$ cat config.mk
export PLATFORM = sky130hd
export DESIGN_NAME = viterbi_ber_check
export DESIGN_NICKNAME = d
export VERILOG_FILES = /design/src/rtl/viterbi_pkg.sv /design/src/rtl/sat_counter.sv /design/src/rtl/viterbi_ber_check.sv
export SDC_FILE = /design/constraint.sdc
export NUM_CORES = 1
export LEC_CHECK = 0
export BUFFER_PORTS_ARGS = -buffer_cell sky130_fd_sc_hd__buf_2
export CELL_PAD_IN_SITES_DETAIL_PLACEMENT = 0
export CELL_PAD_IN_SITES_GLOBAL_PLACEMENT = 2
export CORE_MARGIN = 1
export CORE_UTILIZATION = 39
export CTS_BUF_LIST = sky130_fd_sc_hd__clkbuf_16
export DETAILED_ROUTE_END_ITERATION = 6
export PLACE_DENSITY = 0.78
export SYNTH_ARGS = -nofsm -noshare
export SYNTH_HDL_FRONTEND = slang
export SYNTH_SLANG_ARGS = --single-unit
$ cat constraint.sdc
create_clock -name clk -period 4.95 [get_ports clk]
set_input_delay 0 -clock clk [delete_from_list [all_inputs] [get_ports clk]]
set_output_delay 0 -clock clk [all_outputs]
set_load 0.005 [all_outputs]
$ cat src/rtl/viterbi_pkg.sv
// ============================================================================
// Module : viterbi_pkg
// Brief  : Shared FSM state type and default parameters for viterbi_ber_check.
// Rev    : 1.0  initial release
// ============================================================================
`default_nettype none

package viterbi_pkg;

    typedef enum logic [1:0] {
        ST_SEARCH = 2'd0,
        ST_LOCKED = 2'd1,
        ST_HOLD   = 2'd2
    } ber_state_t;

    localparam int c_def_max_lat  = 64;
    localparam int c_def_lock_run = 32;
    localparam int c_def_win      = 256;
    localparam int c_def_loss_thr = 16;

endpackage

`default_nettype wire

$ cat src/rtl/sat_counter.sv
// ============================================================================
// Module : sat_counter
// Brief  : Up-counter that sticks at all-ones; synchronous clear beats increment.
// Rev    : 1.0  initial release
// ============================================================================
`default_nettype none

module sat_counter #(
    parameter int WIDTH = 32
) (
    input  logic             clk,
    input  logic             rst,
    input  logic             clr_i,
    input  logic             inc_i,
    output logic [WIDTH-1:0] count_o
);

    logic [WIDTH-1:0] count_q, count_d;

    always_comb begin
        count_d = count_q;
        if (clr_i) begin
            count_d = '0;
        end else if (inc_i && (count_q != '1)) begin
            count_d = count_q + WIDTH'(1);
        end
    end

    always_ff @(posedge clk or negedge rst) begin
        if (!rst) begin
            count_q <= '0;
        end else begin
            count_q <= count_d;
        end
    end

    assign count_o = count_q;

endmodule

`default_nettype wire

$ cat src/rtl/viterbi_ber_check.sv
// ============================================================================
// Module : viterbi_ber_check
// Brief  : Finds the decoder latency against a reference stream, then tracks
//          bit/error statistics while locked. Burst tracking: VITERBI_BER_BURST_EN.
// Rev    : 1.0  initial release
// ============================================================================
`default_nettype none

module viterbi_ber_check
    import viterbi_pkg::*;
#(
    parameter int MAX_LAT  = c_def_max_lat,
    parameter int LOCK_RUN = c_def_lock_run,
    parameter int WIN      = c_def_win,
    parameter int LOSS_THR = c_def_loss_thr
) (
    input  logic                       clk,
    input  logic                       rst,
    input  logic                       ref_valid_i,
    input  logic                       ref_bit_i,
    input  logic                       dec_valid_i,
    input  logic                       dec_bit_i,
    input  logic                       clear_i,
    output logic                       locked_o,
    output logic [$clog2(MAX_LAT)-1:0] latency_o,
    output logic [31:0]                bit_count_o,
    output logic [31:0]                err_count_o,
    output logic [15:0]                max_burst_o,
    output logic [1:0]                 state_o
);

    localparam int c_lat_w = $clog2(MAX_LAT);
    localparam int c_run_w = $clog2(LOCK_RUN + 1);
    localparam int c_win_w = $clog2(WIN + 1);

    ber_state_t           state_q, state_d;
    logic [MAX_LAT-1:0]   hist_q;
    logic [c_lat_w-1:0]   k_q, k_d;
    logic [c_lat_w-1:0]   lat_q, lat_d;
    logic [c_run_w-1:0]   run_q, run_d;
    logic [c_win_w-1:0]   win_cnt_q, win_cnt_d;
    logic [c_win_w-1:0]   win_err_q, win_err_d;
    logic                 w_match;
    logic                 w_bit_inc;
    logic                 w_err_inc;
    logic [c_win_w-1:0]   w_win_err_nxt;

    // Compare reads the history as it stood before any same-cycle shift.
    assign w_match       = (dec_bit_i == hist_q[k_q]);
    assign w_win_err_nxt = win_err_q + c_win_w'(!w_match);

    always_comb begin
        state_d   = state_q;
        k_d       = k_q;
        lat_d     = lat_q;
        run_d     = run_q;
        win_cnt_d = win_cnt_q;
        win_err_d = win_err_q;
        w_bit_inc = 1'b0;
        w_err_inc = 1'b0;
        case (state_q)
            ST_LOCKED: begin
                if (dec_valid_i) begin
                    w_bit_inc = 1'b1;
                    w_err_inc = !w_match;
                    if (win_cnt_q == c_win_w'(WIN - 1)) begin
                        if (w_win_err_nxt > c_win_w'(LOSS_THR)) begin
                            state_d = ST_HOLD;
                        end
                        win_cnt_d = '0;
                        win_err_d = '0;
                    end else begin
                        win_cnt_d = win_cnt_q + c_win_w'(1);
                        win_err_d = w_win_err_nxt;
                    end
                end
            end
            ST_HOLD: begin
                state_d   = ST_SEARCH;
                k_d       = '0;
                run_d     = '0;
                win_cnt_d = '0;
                win_err_d = '0;
            end
            default: begin
                // Also recovers the unused encoding 3.
                state_d = ST_SEARCH;
                if (dec_valid_i) begin
                    if (w_match) begin
                        if (run_q == c_run_w'(LOCK_RUN - 1)) begin
                            state_d = ST_LOCKED;
                            lat_d   = k_q;
                            run_d   = '0;
                        end else begin
                            run_d = run_q + c_run_w'(1);
                        end
                    end else begin
                        run_d = '0;
                        k_d   = (k_q == c_lat_w'(MAX_LAT - 1)) ? '0 : k_q + c_lat_w'(1);
                    end
                end
            end
        endcase
    end

    always_ff @(posedge clk or negedge rst) begin
        if (!rst) begin
            state_q   <= ST_SEARCH;
            hist_q    <= '0;
            k_q       <= '0;
            lat_q     <= '0;
            run_q     <= '0;
            win_cnt_q <= '0;
            win_err_q <= '0;
        end else begin
            state_q   <= state_d;
            k_q       <= k_d;
            lat_q     <= lat_d;
            run_q     <= run_d;
            win_cnt_q <= win_cnt_d;
            win_err_q <= win_err_d;
            if (ref_valid_i) begin
                hist_q <= {hist_q[MAX_LAT-2:0], ref_bit_i};
            end
        end
    end

    sat_counter #(.WIDTH(32)) u_bit_cnt (
        .clk     (clk),
        .rst     (rst),
        .clr_i   (clear_i),
        .inc_i   (w_bit_inc),
        .count_o (bit_count_o)
    );

    sat_counter #(.WIDTH(32)) u_err_cnt (
        .clk     (clk),
        .rst     (rst),
        .clr_i   (clear_i),
        .inc_i   (w_err_inc),
        .count_o (err_count_o)
    );

`ifdef VITERBI_BER_BURST_EN
    logic [15:0] burst_cur_q, burst_cur_d;
    logic [15:0] burst_max_q, burst_max_d;

    always_comb begin
        burst_cur_d = burst_cur_q;
        burst_max_d = burst_max_q;
        if (clear_i) begin
            burst_cur_d = '0;
            burst_max_d = '0;
        end else if (state_q != ST_LOCKED) begin
            burst_cur_d = '0;
        end else if (w_bit_inc) begin
            if (w_err_inc) begin
                burst_cur_d = (burst_cur_q == 16'hFFFF) ? burst_cur_q : burst_cur_q + 16'd1;
                if (burst_cur_d > burst_max_q) begin
                    burst_max_d = burst_cur_d;
                end
            end else begin
                burst_cur_d = '0;
            end
        end
    end

    always_ff @(posedge clk or negedge rst) begin
        if (!rst) begin
            burst_cur_q <= '0;
            burst_max_q <= '0;
        end else begin
            burst_cur_q <= burst_cur_d;
            burst_max_q <= burst_max_d;
        end
    end

    assign max_burst_o = burst_max_q;
`else
    assign max_burst_o = '0;
`endif

    assign locked_o  = (state_q == ST_LOCKED);
    assign latency_o = lat_q;
    assign state_o   = state_q;

endmodule

`default_nettype wire

# Yosys cells after proc, flatten, opt, wreduce, memory -nomap -nowiden
# Cells that the tools add are included.
# Widths: inputs -> output; s select.
[totals]
ff_bits = 166
word_cells = 75
out_inout_bits = 89
[classes]
n_bitwise = 2
eq_ne = 12
magnitude_cmp = 2
n_addsub = 6
mux = 31
reduce_logical = 13
[op_table]
columns = ["op", "n"]
rows = [
  ["$mux 32", 4],
  ["$add 32x1->32 const B", 2],
  ["$ne 32x32->1 const B", 2],
  ["$mux 6", 6],
  ["$mux 9", 4],
  ["$pmux 9 s2", 2],
  ["$pmux 6 s2", 2],
  ["$add 6x1->6 const B", 2],
  ["$add 9x1->9", 1],
  ["$add 9x1->9 const B", 1],
  ["$eq 9x8->1 const B", 1],
  ["$gt 9x5->1 const B", 1],
  ["$mux 1", 8],
  ["$reduce_bool 2->1", 4],
  ["$lt 6x7->1 const B", 1],
  ["$bmux 1 s6", 1],
  ["$eq 6x5->1 const B", 1],
  ["$eq 6x6->1 const B", 1],
  ["$mux 2", 3],
  ["$ne 2x1->1 const B", 3],
  ["$reduce_and 3->1", 2],
  ["$pmux 2 s2", 1],
  ["$reduce_and 2->1", 2],
  ["$reduce_and 4->1", 1],
  ["8 further kinds", 10],
]

# Longest topological paths before layout
# Gate-level depths: netlist (run 1).
[logic_depth]
depth_word = 10
depth_mapped = 22
ltp_nobuf = 16

# Hierarchy
# A second synthesis (run 1) with hierarchy kept.
[hier_totals]
cells_unflattened = 843
area_unflattened_um2 = 9014.9
[by_module_without_submodules]
columns = ["module", "cells_each", "area_each_um2", "n_inst"]
rows = [
  ["viterbi_ber_check", 447, 5306.3, 1],
  ["sat_counter", 198, 1854.3, 2],
]

# Least setup slack after synthesis (run 1)
# Ideal clock, no wire load.
[synth_path]
path_kind = "register to register"
startpoint = "register k_q[0]"
endpoint = "register state_q[0], in the netlist state_o[0]"
t_required_ns = 4.825
setup_slack_ns = 0.656
period_less_slack_ns = 4.294
arrival_time_ns = 4.169
stages_incl_launch_ff = 20
path_cell_list = "dfrtp_1 buf_6 mux4_2 and3_1 o41ai_2 nand3_1 nand3_2 buf_4 and2_1 inv_1 ha_1 ha_1 and3_1 clkbuf_1 a2111o_1 o21ai_0 a31oi_1 o211a_1 nand2b_1 mux2_2"
[synth_between]
elab_chain_len = 8
elab_cells_between_ends = 11
[synth_rtl]
columns = ["element", "line_no", "rtl"]
rows = [
  ["start: declaration", "viterbi_ber_check.sv:38", "logic [c_lat_w-1:0] k_q, k_d;"],
  ["start signal: assignment", "viterbi_ber_check.sv:117", "k_q <= k_d;"],
  ["$bmux 1 s6 (*)", "viterbi_ber_check.sv:49", "assign w_match = (dec_bit_i == hist_q[k_q]);"],
  ["$mux 1 (implied by the code) (*)", "viterbi_ber_check.sv:49", ""],
  ["$eq 1x1->1 (*)", "viterbi_ber_check.sv:49", ""],
  ["$logic_not 1->1", "viterbi_ber_check.sv:50", "assign w_win_err_nxt = win_err_q + c_win_w'(!w_match);"],
  ["$add 9x1->9", "viterbi_ber_check.sv:50", ""],
  ["$gt 9x5->1", "viterbi_ber_check.sv:67", "if (w_win_err_nxt > c_win_w'(LOSS_THR)) begin"],
  ["$ne 2x1->1 (no source line)", "--", ""],
  ["$reduce_and 3->1 (no source line)", "--", ""],
  ["end signal: assignment", "viterbi_ber_check.sv:116", "state_q <= state_d;"],
  ["end: declaration", "viterbi_ber_check.sv:36", "ber_state_t state_q, state_d;"],
]
# Mark *: on every way between the ends. The rest lies on a longest branch, timed or not. The select of a mux whose other input is x is not followed.
# A chain may end at the register's enable or synchronous reset.

# Worst setup path in the final report (run 1)
# Ends and elaborated chain as after synthesis.

==> metrics.md, run 1 <==
| Metric | Value |
|---|---|
| Port Buf Inserts | `79` |
| Root buf cell | `clkbuf_16` |
| Ant diodes | `0` |
| Mux cell area share after synthesis | `a little under a fifth` |
| Synth Area in Compound Gates | `approximately 9.0%` |
| Initial Util | `between 30% and 40%` |
| Final Hold Fails | `0` |
| XOR/XNOR Fraction of Synth Area | `approximately 1.8%` |
| Largest area contributor in the netlist | `dfrtp_1` |
| Area Overhead vs Synth | `12.8%` |
| Pleak | `~4.8 nW` |
| Num CTS Buffers | `17` |
| Seq cells post-synth | `166` |
| Site Rows | `56` |
| Smallest setup slack after layout | `approximately 400 ps` |
| Clock Path Buffers | `2` |
| Crit share post-route | `about 92%` |
| Share of cells above drive strength 1 | `between 20% and 30%` |
| Max VDD drop | `roughly 270 uV` |
| Crit path capture | `state_o[0]$_DFFE_PN0P_` |
| Peak Freq | `~220 MHz` |
| Max Clock Skew | `between 10 and 15 ps` |
| Via/cell ratio | `5.34` |
| CTS H-tree lvls | `4` |
| Filler cells | `2280` |
| Area contributors post-synth | `dfrtp_1 (44%), mux2_2 (11%), nor2_1 (3.4%), mux4_2 (2.9%), nand2_1 (2.8%)` |
| Inst Count DP | `around 1300` |
| Yosys warnings | `0` |
| CTS clk-pin slew, worst paths | `approximately 70 ps` |
| Hold WC Path Type | `in -> reg` |
| First-pass iteration count of the detailed router | `6` |
| TritonCTS clock tree | `done` |
| Mean Syn Cell Area | `10.2 um^2` |
| Final setup vio count | `0` |
| Clk Latency, worst-skew pair | `about 440 ps` |
| Post-synth EDFFs | `0` |
| Fraction of registers with async set/reset | `100%` |
| Status | `completed` |
| Yosys cell types | `76` |
| Combinational family with the most area after synthesis | `simple AND/OR/NAND/NOR gates` |
| Vias | `around 7000` |
| Min cycle time layout | `between 4000 and 5000 ps` |
| Crit Path Class | `reg -> reg` |
| Setup crit start kind | `flop` |
| Antenna violations before repair | `0` |
| Fin util | `approximately 45%` |
| Overall Global Routing Usage | `a little under a fifth` |
| Routed WL | `between 20000 and 25000 um` |
| Max-slew headroom at the worst pin | `a little under half` |
| Non-filler instance count after layout | `between 1000 and 1500` |
| Die Area | `~25000 um^2` |
| Synth Area in Adders | `roughly 1.2%` |
| Die H | `157 um` |
| MaxCap Viol Count | `0` |
| Post-Place Cell Area | `between 9000 and 10000 um^2` |
| Overflow left after global routing | `0` |
| Post-synthesis simple-gate area fraction | `19.8%` |
| Register area share after synthesis | `44.4%` |
| Wire length per cell | `between 15 and 20 um` |
| WP data required | `~5300 ps` |
| FF-to-FF Start | `k_q[0]$_DFFE_PN0P_` |
| Yosys top cell area share | `about 44%` |
| CP endpoint kind | `flop` |
| Worst-Margin Slew | `between 700 and 800 ps` |
| Antenna viol nets, final | `0` |
| Io pins | `96` |
| Synthesized area | `between 9000 and 10000 um^2` |
| Setup WS pre-CTS | `about 370 ps` |
| Crit-path max FO | `12` |
| WHS | `between 6 and 7 ps` |
| Ys flop type | `dfrtp_1` |
| Max-slew violation count | `0` |
| Reg-to-Reg End | `state_o[0]$_DFFE_PN0P_` |
| PwrDens | `375 nW/um^2` |
| Worst-case reg-to-reg path depth | `16` |
| RSZ-0062 raised after global routing | `no` |
| Die Span X | `157 um` |
| Largest net degree at the start of global routing | `76` |
| Post-layout net count | `993` |
| Total power | `3.95 mW` |
| Fin Setup TNS | `0 ps` |
| Num Clock Sinks | `~170` |
| Iteration-0 DRC Markers | `360` |
| First-pass GRT wire length | `between 30000 and 40000 um` |
| Vias in the first global route | `approximately 6900` |
| Critical Path Start | `k_q[0]$_DFFE_PN0P_` |
| Crit path DAT | `~4900 ps` |
| Fin area | `10500 um^2` |
| DRC | `0` |
| Mapped Cells | `approximately 920` |
| GPL Wtd Cong | `between 0.7 and 0.8` |
| Hpwl dp | `roughly 15000 um` |
| Flop-to-flop setup slack | `about 400 ps` |
| Core footprint | `23500 um^2` |
[layout by cell type, fill, tap and decap left out, drive strengths merged, types with 22 or more instances in the layout]
cell and n:
dfrtp 166, nor3 25, nor2 85, and3 25, mux2 105, o21ai 36, nand3 44, mux2i 22
buf 97, nand4 27, inv 33, a21oi 26, nand2 71, nor2b 30
[worst min path at each step]
stage,startpoint,to,cells after the start
after detailed placement,rst,u_err_cnt.count_o[20]$_DFFE_PN0P_,1
after global routing,clear_i,u_bit_cnt.count_o[29]$_DFFE_PN0P_,2
after CTS,dec_valid_i,win_cnt_q[4]$_DFFE_PN0P_,3
after floorplan,rst,hist_q[0]$_DFFE_PN0P_,0
after global placement,rst,u_err_cnt.count_o[16]$_DFFE_PN0P_,1
final,clear_i,u_bit_cnt.count_o[25]$_DFFE_PN0P_,2
[area by class of cell]
cell class / count / area [um^2] / share of cell area (%)
tap: 319 / 399 / 3.78
timing repair buffer: 99 / 557 / 5.28
sequential: 166 / 4150 / 39.4
clock inverter: 15 / 184 / 1.74
inverter: 25 / 93.8 / 0.890
multi-input combinational: 668 / 4740 / 44.9
clock buffer: 17 / 425 / 4.03
[repair_timing]
action	4_1_cts	5_1_grt
resized for setup	0	0
endpoints found under the hold margin	64	0
buffers inserted	0	0
hold buffers	2	0
[power breakdown]
part	total, mW	switching (mW)	internal [mW]
registers	1.66	0.168	1.49
logic	0.893	0.485	0.408
clock network	1.40	0.631	0.769
total	3.95	1.28	2.67
[routing by layer]
| layer | share of wire [%] | track usage (%) | wire length [um] | vias up |
|---|---|---|---|---|
| li1 | - | - | - | 3406 |
| met1 | 49 | 26.4 | 10800 | 3464 |
| met2 | 46 | 29.6 | 10000 | 99 |
| met3 | 3.4 | 3.71 | 751 | 21 |
| met4 | 1.2 | 5.14 | 258 | 0 |
| met5 | 0 | 0 | 0 | - |
[worst max-delay path, cell delays in order (launching register included)]
cell and delay, ps:
dfrtp_1 720, mux4_2 580, and3_1 200, o41ai_2 380, nand3_1 170, nand3_2 110, and2_1 240, inv_1 70
ha_1 230, ha_1 250, and3_1 230, a2111o_1 410, o21ai_0 80, a31oi_1 110, o211a_1 220, nand2b_1 140
mux2_2 280
[synth_stat cells, drive strengths merged, types with 12 or more instances]
| cell | instances |
|---|---|
| a21oi | 26 |
| and3 | 25 |
| buf | 34 |
| clkbuf | 38 |
| dfrtp | 166 |
| inv | 24 |
| mux2 | 105 |
| mux2i | 22 |
| mux4 | 12 |
| nand2 | 71 |
| nand3 | 44 |
| nand4 | 27 |
| nor2 | 85 |
| nor2b | 30 |
| nor3 | 25 |
| nor4 | 17 |
| o21ai | 36 |
| or3 | 12 |
[sequential cells by signal (all words and copies together), names as in the netlist, 6 cells and up]
| register | count |
|---|---|
| hist_q | 64 |
| u_bit_cnt.count_o | 32 |
| u_err_cnt.count_o | 32 |
| win_cnt_q | 9 |
| win_err_q | 9 |
| k_q | 6 |
| latency_o | 6 |
| run_q | 6 |
[logic make-up after synthesis]
group                      after synthesis
and+or+nand+nor                        363
adders and majority gates                9
xor gates and xnor gates                19
AOI/OAI and AO/OA                      122
muxes                                  139
DFF                                    166
buffers and inverters                   97
other                                    1
Note: power is estimated with default switching activity, not from simulation.
==> run 2, diff against run 1 <==
Settings changed: ABC_AREA from default to 1, CORE_UTILIZATION 39 to 38, GPL_TIMING_DRIVEN from default to 0, PLACE_DENSITY 0.78 to 0.83.
Clock period 4.95 ns to 5.6 ns, I/O delays scaled along.
==> run 2 against run 1 <==
Synthesized area fell by 0.41%. Clock power fell by 9%. Sequential cell count did not move. Highest routed layer unchanged. Core utilization rose by 0.71 points. Fmax rose by 17%. Clock skew rose by 4.0 ps. Non-clock buffer count rose by 50. Design area rose by 2.8%. Wire length rose by 22%. Total power fell by 8.6%. Worst hold slack improved by 16 ps. Register-to-register slack improved by 1300 ps.
==> metrics.md, run 2 <==
| Metric | Value |
|---|---|
| Status | `completed (unchanged)` |
| Fin Setup TNS | `0 ps (unchanged)` |
| Overall Global Routing Usage | `22.4% (was 18.9%)` |
| Area contributors post-synth | `dfrtp_1 (45%), nand2_1 (12%), nand3_1 (6.0%), inv_1 (5.4%), nor2_1 (4.2%) (was dfrtp_1 (44%), mux2_2 (11%), nor2_1 (3.4%), mux4_2 (2.9%), nand2_1 (2.8%))` |
| Crit-path leading delay family | `simple AND/OR/NAND/NOR gates (was compound AO/OA/AOI/OAI gates)` |
| Top cells by count, synth | `nand2_1 (295), dfrtp_1 (166), inv_1 (133) (was dfrtp_1 (166), mux2_2 (92), nor2_1 (84))` |
| Worst-case reg-to-reg path depth | `21 (was 16)` |
| Routed WL | `26600 um (was 21800 um)` |
| Post-synth EDFFs | `0 (unchanged)` |
| Max Clock Skew | `17.0 ps (was 12.9 ps)` |
| Die H | `159 um (was 157 um)` |
| Max VDD drop | `167 uV (was 275 uV)` |
| Filler cells | `2440 (was 2280)` |
| Max-slew headroom at the worst pin | `51.6% (was 47.9%)` |
| WHS | `22.5 ps (was 6.44 ps)` |
| Ant diodes | `0 (unchanged)` |
| GPL Wtd Cong | `0.892 (was 0.766)` |
| Synthesized area | `9310 um^2 (was 9350 um^2)` |
| Final setup vio count | `0 (unchanged)` |
| Post-CTS setup buffers | `0 (unchanged)` |
| Crit-path max FO | `10 (was 12)` |
| Die Area | `25100 um^2 (was 24600 um^2)` |
| Flop-to-flop setup slack | `1720 ps (was 400 ps)` |
| Port Buf Inserts | `78 (was 79)` |
| Io pins | `96 (unchanged)` |
| Antenna violations before repair | `0 (unchanged)` |
| CP endpoint kind | `flop (unchanged)` |
| Crit Path Class | `reg -> reg (unchanged)` |
| Post-layout net count | `1344 (was 993)` |
| Register area share after synthesis | `44.6% (was 44.4%)` |
| PwrDens | `333 nW/um^2 (was 375 nW/um^2)` |
| DRC | `0 (unchanged)` |
| Mapped Cells | `1212 (was 916)` |
| Pleak | `5.35 nW (was 4.83 nW)` |
| Initial Util | `39.2% (was 39.8%)` |
| Reg-to-Reg End | `state_o[0]$_DFFE_PN0P_ (unchanged)` |
| Num Clock Sinks | `166 (unchanged)` |
| Critical-path top delay cell | `dfrtp_1 (unchanged)` |
| Antenna viol nets, final | `0 (unchanged)` |
| Via/cell ratio | `5.02 (was 5.34)` |
| WP data required | `5920 ps (was 5270 ps)` |
| Most frequent cells in the layout | `nand2_1 (295), dfrtp_1 (166), inv_1 (133) (was dfrtp_1 (166), mux2_2 (92), nor2_1 (84))` |
| Peak Freq | `258 MHz (was 220 MHz)` |
| Largest area contributor in the netlist | `dfrtp_1 (unchanged)` |
| Hold Crit Endpoint | `state_o[1]$_DFFE_PN0P_ (was u_bit_cnt.count_o[25]$_DFFE_PN0P_)` |
| WHS Path Cells | `5 (was 2)` |
| Yosys top cell area share | `44.6% (was 44.4%)` |
| Min cycle time layout | `3880 ps (was 4550 ps)` |
| Site Rows | `56 (unchanged)` |
| Yosys cell types | `47 (was 76)` |
| Share of cells above drive strength 1 | `13.0% (was 25.8%)` |
| Crit share post-route | `69.2% (was 91.9%)` |
| Crit path DAT | `4200 ps (was 4870 ps)` |
| Seq cells post-synth | `166 (unchanged)` |
| CTS H-tree lvls | `4 (unchanged)` |
| Worst path cell trace | `clkinv_1 -> nand3_1 -> nand2_1 -> nand2_1 -> nand3_1 -> nand3_2 -> nand3_2 -> nand2_4 -> buf_6 -> ha_1 -> ha_1 -> nand3_1 -> nor2_1 -> nand2_1 -> xor2_1 -> inv_1 -> nand3_1 -> o21ai_0 -> nand2_1 -> nor2_1 -> a21oi_2 (was mux4_2 -> and3_1 -> o41ai_2 -> nand3_1 -> nand3_2 -> and2_1 -> inv_1 -> ha_1 -> ha_1 -> and3_1 -> a2111o_1 -> o21ai_0 -> a31oi_1 -> o211a_1 -> nand2b_1 -> mux2_2)` |
| Most common cell after layout, fill and taps aside | `nand2_1 (was dfrtp_1)` |
| Setup crit start kind | `flop (unchanged)` |
| Mean Syn Cell Area | `7.68 um^2 (was 10.2 um^2)` |
| Largest net degree at the start of global routing | `90 (was 76)` |
| Num CTS Buffers | `17 (unchanged)` |
| TritonCTS clock tree | `done (unchanged)` |
| FF-to-FF Start | `k_q[2]$_DFFE_PN0P_ (was k_q[0]$_DFFE_PN0P_)` |
| Most common cell in the netlist | `nand2_1 (was dfrtp_1)` |
| Max-slew violation count | `0 (unchanged)` |
| Clock Path Buffers | `2 (unchanged)` |
| Buffers and inverters on the worst path | `3 (was 1)` |
| First-pass iteration count of the detailed router | `5 (was 6)` |
| Die Span X | `159 um (was 157 um)` |
| Fraction of registers with async set/reset | `100% (unchanged)` |
| Worst-Margin Slew | `726 ps (was 781 ps)` |
| CTS clk-pin slew, worst paths | `70 ps (about the same)` |
| Wire length per cell | `16.1 um (was 16.7 um)` |
| First-pass GRT wire length | `43400 um (was 36500 um)` |
| Iteration-0 DRC Markers | `524 (was 360)` |
| Clk Latency, worst-skew pair | `440 ps (about the same)` |
| Worst stage delay on the critical path | `510 ps (was 720 ps)` |
| Root buf cell | `clkbuf_16 (unchanged)` |
| Hold WC Path Type | `in -> reg (unchanged)` |
| Hold path start | `dec_valid_i (was clear_i)` |
| Core footprint | `23800 um^2 (was 23500 um^2)` |
| Final Hold Fails | `0 (unchanged)` |
| Hpwl dp | `19200 um (was 14700 um)` |
| Area Overhead vs Synth | `16.4% (was 12.8%)` |
| Overflow left after global routing | `0 (unchanged)` |
| Most flop-heavy register | `hist_q (unchanged)` |
| Vias in the first global route | `8147 (was 6857)` |
| RSZ-0062 raised after global routing | `no (unchanged)` |
| Ys flop type | `dfrtp_1 (unchanged)` |
| Largest register FFs | `64 (unchanged)` |
| Yosys warnings | `0 (unchanged)` |
| MaxCap Viol Count | `0 (unchanged)` |
| Vias | `8341 (was 6990)` |
-- run 2: worst reg2reg max path: cells and delay by family (launching register included) --
| kind | cells | cell delay [ps] |
|---|---|---|
| DFF | 1 | 510 |
| and+or+nand+nor | 13 | 1680 |
| buffers and inverters | 3 | 720 |
| AOI/OAI and AO/OA | 2 | 320 |
| xor gates and xnor gates | 1 | 150 |
| adders and majority gates | 2 | 380 |
-- run 2: cell type report --
class                      count  area, um^2  share of cell area [%]
multi-input combinational    857        4300                    39.7
sequential                   166        4150                    38.3
inverter                     137         517                    4.77
timing repair buffer          82         458                    4.22
clock buffer                  17         425                    3.92
tap                          319         399                    3.68
buffer                        67         395                    3.65
clock inverter                15         191                    1.77
-- run 2: timing repair --
item	in CTS	in global routing
hold endpoints to repair	94	0
gates resized for setup	0	0
hold buffers	3	0
-- run 2: cells by family (layout without fill, tap and decap cells) --
logic type      Yosys count  in the layout  share of synthesized area (%)
compound gates          146            146                           8.71
xor+xnor                 46             46                           4.33
fa+ha+maj                 9              9                           1.21
buf+inv                 204            318                           9.79
flops                   166            166                           44.6
mux                       1              1                          0.121
other cells               1             16                         0.0403
simple gates            639            639                           31.2
-- run 2: per-stage QoR --
step | util [%] | std cells | instance area (um^2) | setup slack, ps | power [mW]
2_1_floorplan | - | 1227 | 9370 | 2610 | 2.05
3_3_place_gp | 42.8 | 1624 | 10200 | 1700 | 2.37
3_5_place_dp | 42.9 | 1625 | 10200 | 1750 | 2.37
4_1_cts | 45.7 | 1660 | 10800 | 1710 | 3.65
5_1_grt | 45.7 | 1660 | 10800 | 1330 | 3.83
6_report | 45.7 | 1660 | 10800 | 1720 | 3.61
-- run 2: worst max path at each step --
stage | cells after the start | to | from
2_1_floorplan | 26 | state_o[0]$_DFFE_PN0P_ | k_q[0]$_DFFE_PN0P_
3_3_place_gp | 21 | state_o[0]$_DFFE_PN0P_ | k_q[2]$_DFFE_PN0P_
3_5_place_dp | 21 | state_o[0]$_DFFE_PN0P_ | k_q[2]$_DFFE_PN0P_
4_1_cts | 21 | state_o[0]$_DFFE_PN0P_ | k_q[2]$_DFFE_PN0P_
5_1_grt | 22 | state_o[0]$_DFFE_PN0P_ | k_q[1]$_DFFE_PN0P_
6_report | 21 | state_o[0]$_DFFE_PN0P_ | k_q[2]$_DFFE_PN0P_
-- run 2: report_power, final --
part / internal, mW / total (mW) / switching [mW]
Clock: 0.715 / 1.27 / 0.557
Sequential: 1.29 / 1.37 / 0.0780
Combinational: 0.311 / 0.969 / 0.658
-- run 2: metal layers --
layer	track usage, %	wire length [um]	up-vias
met1	29.4	12600	3994
met2	38.5	13100	120
met4	5.45	334	0
met3	3.18	657	28
met5	0	0	-
li1	-	-	4199
